## config.mk

```make
export PLATFORM = sky130hd
export DESIGN_NAME = arb_grant_dispatcher
export DESIGN_NICKNAME = d
export VERILOG_FILES = /design/src/rtl/arb_grant_dispatcher.sv
export SDC_FILE = /design/constraint.sdc
export NUM_CORES = 1
export LEC_CHECK = 0
export ABC_AREA = 1
export CORE_MARGIN = 4
export CORE_UTILIZATION = 45
export DETAILED_ROUTE_END_ITERATION = 16
export GPL_ROUTABILITY_DRIVEN = 1
export PLACE_DENSITY = 0.86
export SLEW_MARGIN = 20
export SYNTH_ARGS = -nofsm -noshare
export SYNTH_HDL_FRONTEND = slang
export SYNTH_SLANG_ARGS = --single-unit
export TNS_END_PERCENT = 50
```

## constraint.sdc

```tcl
create_clock -name clk -period 8.73 [get_ports clk]
set_input_delay 0.873 -clock clk [delete_from_list [all_inputs] [get_ports clk]]
set_output_delay 0.873 -clock clk [all_outputs]
set_load 0.05 [all_outputs]
```

## src/rtl/arb_grant_dispatcher.sv

```systemverilog
// rtl/arb_grant_dispatcher.sv - WRR grant consumer: request steering, 2-entry output buffer, order FIFO
// Optional burst-weighted grant cost: define ARB_DISPATCH_BURST_COST_EN.
module arb_grant_dispatcher #(
    parameter int  P_REQUESTER_NUM   = 3,
    parameter int  P_PAYLOAD_W       = 40,
    parameter int  P_LEN_W           = 8,
    parameter int  P_NUM_GRANT_REQ_W = 4,
    parameter int  P_COST_SHIFT      = 2,
    parameter int  P_ORDER_DEPTH     = 4,
    localparam int REQ_NUM_W         = $clog2(P_REQUESTER_NUM)
) (
    input  logic                                   clk,
    input  logic                                   rst,
    input  logic [P_REQUESTER_NUM-1:0]             m_valid_i,
    input  logic [P_REQUESTER_NUM*P_PAYLOAD_W-1:0] m_payload_i,
    input  logic [P_REQUESTER_NUM*P_LEN_W-1:0]     m_len_i,
    output logic [P_REQUESTER_NUM-1:0]             m_ready_o,
    output logic [P_REQUESTER_NUM-1:0]             arb_req_o,
    input  logic [P_REQUESTER_NUM-1:0]             arb_grant_valid_i,
    output logic [P_NUM_GRANT_REQ_W-1:0]           arb_num_grant_req_o,
    output logic                                   arb_grant_ready_o,
    output logic                                   s_valid_o,
    output logic [P_PAYLOAD_W-1:0]                 s_payload_o,
    output logic [REQ_NUM_W-1:0]                   s_src_idx_o,
    input  logic                                   s_ready_i,
    output logic                                   ord_valid_o,
    output logic [REQ_NUM_W-1:0]                   ord_idx_o,
    input  logic                                   ord_ready_i
);

    localparam int ORD_AW = $clog2(P_ORDER_DEPTH);

    logic                   grant_onehot;
    logic                   grant_any;
    logic [REQ_NUM_W-1:0]   g_idx;
    logic                   g_valid;
    logic [P_PAYLOAD_W-1:0] g_payload;
    logic                   accept;

    logic [P_PAYLOAD_W-1:0] buf_data_q [2];
    logic [REQ_NUM_W-1:0]   buf_idx_q  [2];
    logic                   buf_wr_q, buf_wr_d;
    logic                   buf_rd_q, buf_rd_d;
    logic [1:0]             buf_cnt_q, buf_cnt_d;
    logic                   buf_pop;

    logic [REQ_NUM_W-1:0]   ord_mem_q [P_ORDER_DEPTH];
    logic [ORD_AW:0]        ord_wr_q, ord_wr_d;
    logic [ORD_AW:0]        ord_rd_q, ord_rd_d;
    logic                   ord_full;
    logic                   ord_pop;

    // Lowest set bit wins so the index is always defined, even for illegal grants.
    always_comb begin
        g_idx = '0;
        for (int i = P_REQUESTER_NUM - 1; i >= 0; i--) begin
            if (arb_grant_valid_i[i]) begin
                g_idx = REQ_NUM_W'(i);
            end
        end
    end

    assign grant_onehot = $onehot(arb_grant_valid_i);
    assign grant_any    = |arb_grant_valid_i;
    assign g_valid      = m_valid_i[g_idx];
    assign g_payload    = m_payload_i[g_idx*P_PAYLOAD_W +: P_PAYLOAD_W];

`ifdef ARB_DISPATCH_BURST_COST_EN
    localparam logic [P_LEN_W:0] COST_MAX = (P_LEN_W+1)'((1 << P_NUM_GRANT_REQ_W) - 1);

    logic [P_LEN_W-1:0] g_len;
    logic [P_LEN_W:0]   cost_raw;

    assign g_len    = m_len_i[g_idx*P_LEN_W +: P_LEN_W];
    assign cost_raw = {1'b0, g_len >> P_COST_SHIFT} + (P_LEN_W+1)'(1);

    always_comb begin
        arb_num_grant_req_o = '0;
        if (grant_any) begin
            arb_num_grant_req_o = (cost_raw > COST_MAX) ? P_NUM_GRANT_REQ_W'(COST_MAX)
                                                        : P_NUM_GRANT_REQ_W'(cost_raw);
        end
    end
`else
    logic unused_len;
    assign unused_len          = ^m_len_i;
    assign arb_num_grant_req_o = P_NUM_GRANT_REQ_W'(grant_any);
`endif

    // Space comes from registered counts only, keeping ready off the slave/order pop paths.
    assign ord_full = (ord_wr_q[ORD_AW] != ord_rd_q[ORD_AW]) &&
                      (ord_wr_q[ORD_AW-1:0] == ord_rd_q[ORD_AW-1:0]);
    assign accept   = grant_onehot && g_valid && (buf_cnt_q < 2'd2) && !ord_full && !rst;

    assign arb_req_o         = m_valid_i;
    assign m_ready_o         = accept ? arb_grant_valid_i : '0;
    assign arb_grant_ready_o = accept;

    assign s_valid_o   = (buf_cnt_q != 2'd0);
    assign s_payload_o = buf_data_q[buf_rd_q];
    assign s_src_idx_o = buf_idx_q[buf_rd_q];
    assign buf_pop     = s_valid_o && s_ready_i;

    assign ord_valid_o = (ord_wr_q != ord_rd_q);
    assign ord_idx_o   = ord_mem_q[ord_rd_q[ORD_AW-1:0]];
    assign ord_pop     = ord_valid_o && ord_ready_i;

    always_comb begin
        buf_wr_d  = buf_wr_q ^ accept;
        buf_rd_d  = buf_rd_q ^ buf_pop;
        buf_cnt_d = buf_cnt_q;
        if (accept && !buf_pop) begin
            buf_cnt_d = buf_cnt_q + 2'd1;
        end else if (!accept && buf_pop) begin
            buf_cnt_d = buf_cnt_q - 2'd1;
        end
        ord_wr_d = ord_wr_q + (ORD_AW+1)'(accept);
        ord_rd_d = ord_rd_q + (ORD_AW+1)'(ord_pop);
    end

    always_ff @(posedge clk) begin
        if (rst) begin
            buf_cnt_q <= '0;
            buf_wr_q  <= 1'b0;
            buf_rd_q  <= 1'b0;
            ord_wr_q  <= '0;
            ord_rd_q  <= '0;
            for (int i = 0; i < 2; i++) begin
                buf_data_q[i] <= '0;
                buf_idx_q[i]  <= '0;
            end
            for (int i = 0; i < P_ORDER_DEPTH; i++) begin
                ord_mem_q[i] <= '0;
            end
        end else begin
            buf_cnt_q <= buf_cnt_d;
            buf_wr_q  <= buf_wr_d;
            buf_rd_q  <= buf_rd_d;
            ord_wr_q  <= ord_wr_d;
            ord_rd_q  <= ord_rd_d;
            if (accept) begin
                buf_data_q[buf_wr_q]                <= g_payload;
                buf_idx_q[buf_wr_q]                 <= g_idx;
                ord_mem_q[ord_wr_q[ORD_AW-1:0]]     <= g_idx;
            end
        end
    end

endmodule

```

==> impl_metrics.yaml <==
clock_network:
  postCtsSetupBuffers: 0
  cts.clk_slew.worst_paths_ns: 0.07
  cts_sinks: 102
  hold_buffers: 0
  insertion_delay_ns: 0.34
  cts_resized: 0
  tritoncts: "yes"
  cts_made_buffers: 9
  clock_path_buffers: 2
  root_buffer: "clkbuf_16"
  h-tree-depth: 3
finish:
  final-seq-area_mm2: 0.00296
  nets: 949
  drive_gt1_frac: 0.0567
  area_delta_synth_final_pct: 40.6
  post-route-util: 0.650
  multi_input_area_mm2: 0.00202
  fillers: 957
  diodes: 0
floorplanning:
  die_h_um: 117
  die-width_um: 117
  start_util: 0.462
  core-area_mm2: 0.0115
  die-area_mm2: 0.0136
  rows: 39
  ios: 211
yosys:
  syn-mean-instance-area_um2: 8.41
  synth_top_family_by_area: "simple AND/OR/NAND/NOR gates"
  synthSimpleGateAreaFrac: 0.302
  synth_cell_types: 27
  synth_xor_area_frac: 0.00496
  ys_seq_elements: 102
  async_flop_share: 0
  netlist.area_leader.share: 0.521
  synth_top_cells_by_count: "nand2_1, nor2_1, edfxtp_1, o21ai_0, nand3_1"
  syn-cell-area_mm2: 0.00530
  synth_edf_count: 92
  synth_ff_type: "edfxtp_1"
  post-synth-top-area-cell: "edfxtp_1"
  synth_most_common_cell: "nand2_1"
  muxShareOfSynthArea: 0
  yosys-top-cells-area: "edfxtp_1, nand2_1, nor2_1, o21ai_0, nand3_1"
  ys_seq_area_frac: 0.559
  synth_warnings: 0
  synth_compound_area_frac: 0.0524
  syn_inst: 630
  synth_fa_ha_area_frac: 0.0179
timing:
  rsz0062_at_grt: "false"
  slew_headroom: 0.300
  setup_viol: 0
  period_needed_ns: 4.40
  min_period_over_period: 0.504
  setup_tns_ns: 0
  skew_ns: 0.00882
  fmax_ghz: 0.227
  timing_hold_violations_final: 0
  drv_slew: 0
  tightest_slew_ns: 1.05
worst_setup_path:
  worst_ep_required_time_ns: 7.86
  worstSetupStartpointType: "input pin"
  criticalPathCategory: "in2out"
  cp-end-kind: "primary output"
  crit_fanout: 7
  reg2reg_depth: 8
  r2r_end: "buf_data_q[0][18]$_SDFFCE_PN0P_"
  crit_end: "arb_grant_ready_o"
  startpoint: "arb_grant_valid_i[1]"
  timing.reg2reg.setup_slack_ns: 5.84
  critPathArrivalTime_ns: 3.53
  regToRegStartpoint: "ord_rd_q[0]$_SDFF_PP0_"
power_and_ir_drop:
  total_leakage_power_nw: 3.10
  ir_worst_vdd_v: 0.000118
  power.density_mw_per_mm2: 186
route:
  drt-initial-drc-count: 217
  routedWlPerCell_um: 14.0
  drc: 0
  dr.pass1.iters: 5
  wl_um: 13100
  route.vias.total: 4529
  vias_per_cell: 4.84
  ant_nets: 0
placement:
  globalplace.congestion: 0.790
  port_buffers: 183
  dp_hpwl_um: 9130
grt:
  grt_pass1_vias: 4354
  grt_start_max_net_pins: 86
  antenna_found_initial: 0
  grt_first_pass_wirelength_um: 19900
  overflow: 0
  track_usage: 0.187
flow_run:
  drv_cap: 0
hold_path:
  hp-class: "reg2reg"
status:
  status: "finished clean"
[flip-flops by register name (all words and copies together) (netlist names)]
register,cells
buf_wr_q,1
buf_rd_q,1
ord_wr_q,3
buf_data_q,80
ord_rd_q,3
ord_mem_q,8
buf_cnt_q,2
buf_idx_q,4
[worst min path at each step]
stage	from	endpoint	slack (ns)	cells past startpoint
after detailed placement	buf_cnt_q[1]$_SDFFE_PP0P_	buf_cnt_q[1]$_SDFFE_PP0P_	0.49	2
final	buf_cnt_q[1]$_SDFFE_PP0P_	buf_cnt_q[1]$_SDFFE_PP0P_	0.50	2
after CTS	buf_cnt_q[1]$_SDFFE_PP0P_	buf_cnt_q[1]$_SDFFE_PP0P_	0.51	2
after global placement	buf_cnt_q[1]$_SDFFE_PP0P_	buf_cnt_q[1]$_SDFFE_PP0P_	0.48	2
after global routing	buf_cnt_q[1]$_SDFFE_PP0P_	buf_cnt_q[1]$_SDFFE_PP0P_	0.53	2
after floorplan	buf_cnt_q[1]$_SDFFE_PP0P_	buf_cnt_q[1]$_SDFFE_PP0P_	0.46	2
[layout make-up]
cell class                      instances  share of cell area
Sequential cell                       102               0.398
Multi-Input combinational cell        460               0.271
Timing Repair Buffer                  188               0.251
Clock buffer                            9              0.0302
Tap cell                              143              0.0240
Inverter                               27              0.0136
Clock inverter                          7              0.0121
[where the power goes]
part           internal (mW)  total [mW]  switching (mW)
Sequential             0.560       0.579          0.0189
Clock                  0.229       0.414           0.185
Combinational          0.145       0.392           0.247
Total                  0.934        1.38           0.450
[critical path, stage by stage]
cell and delay, ns:
clkdlybuf4s50_1 0.57, inv_1 0.10, fa_1 0.45, inv_1 0.06, nand2_1 0.05, nor2_1 0.08
nand2_1 0.08, inv_2 0.07, nand3_2 0.11, nor2_4 0.22, clkdlybuf4s50_1 0.85
[per-stage QoR]
stage	power, mW	hold WS (ns)	std cells	instance area [um^2]	setup WS (ns)
2_1_floorplan	0.826	0.464	632	5310	4.67
3_3_place_gp	0.980	0.484	920	7130	4.18
3_5_place_dp	0.986	0.494	920	7130	4.10
4_1_cts	1.39	0.506	936	7450	4.33
5_1_grt	1.44	0.527	936	7450	4.18
6_report	1.38	0.503	936	7450	4.33
[kinds of logic after synthesis]
group                      count (synthesis)
AOI/OAI and AO/OA                         55
xor gates and xnor gates                   3
adders and majority gates                  7
buffers and inverters                     70
DFF                                      102
other                                      1
and+or+nand+nor                          392
[layer usage]
layer  vias up  GRT usage  wire length, um
met2       125      0.352             6930
met4         0     0.0549              181
met1      2039      0.215             5110
met3        13     0.0342              856
met5         -          0                0
li1       2352          -                -
[cell usage in the layout, fill, tap and decap left out, types with 2 or more instances in the layout]
cell	n
nand2_1	228
clkdlybuf4s50_1	183
nor2_1	99
edfxtp_1	92
o21ai_0	48
nand3_1	43
inv_1	23
nor2_2	11
dfxtp_1	9
clkbuf_16	9
ha_1	6
a21oi_1	5
buf_4	5
xnor2_1	3
nand3_2	3
nand2_2	3
conb_1	3
inv_2	2
o22ai_1	2
clkinv_1	2
nand2_4	2
inv_6	2
clkinvlp_4	2
Power figures use the tool's default switching activity.
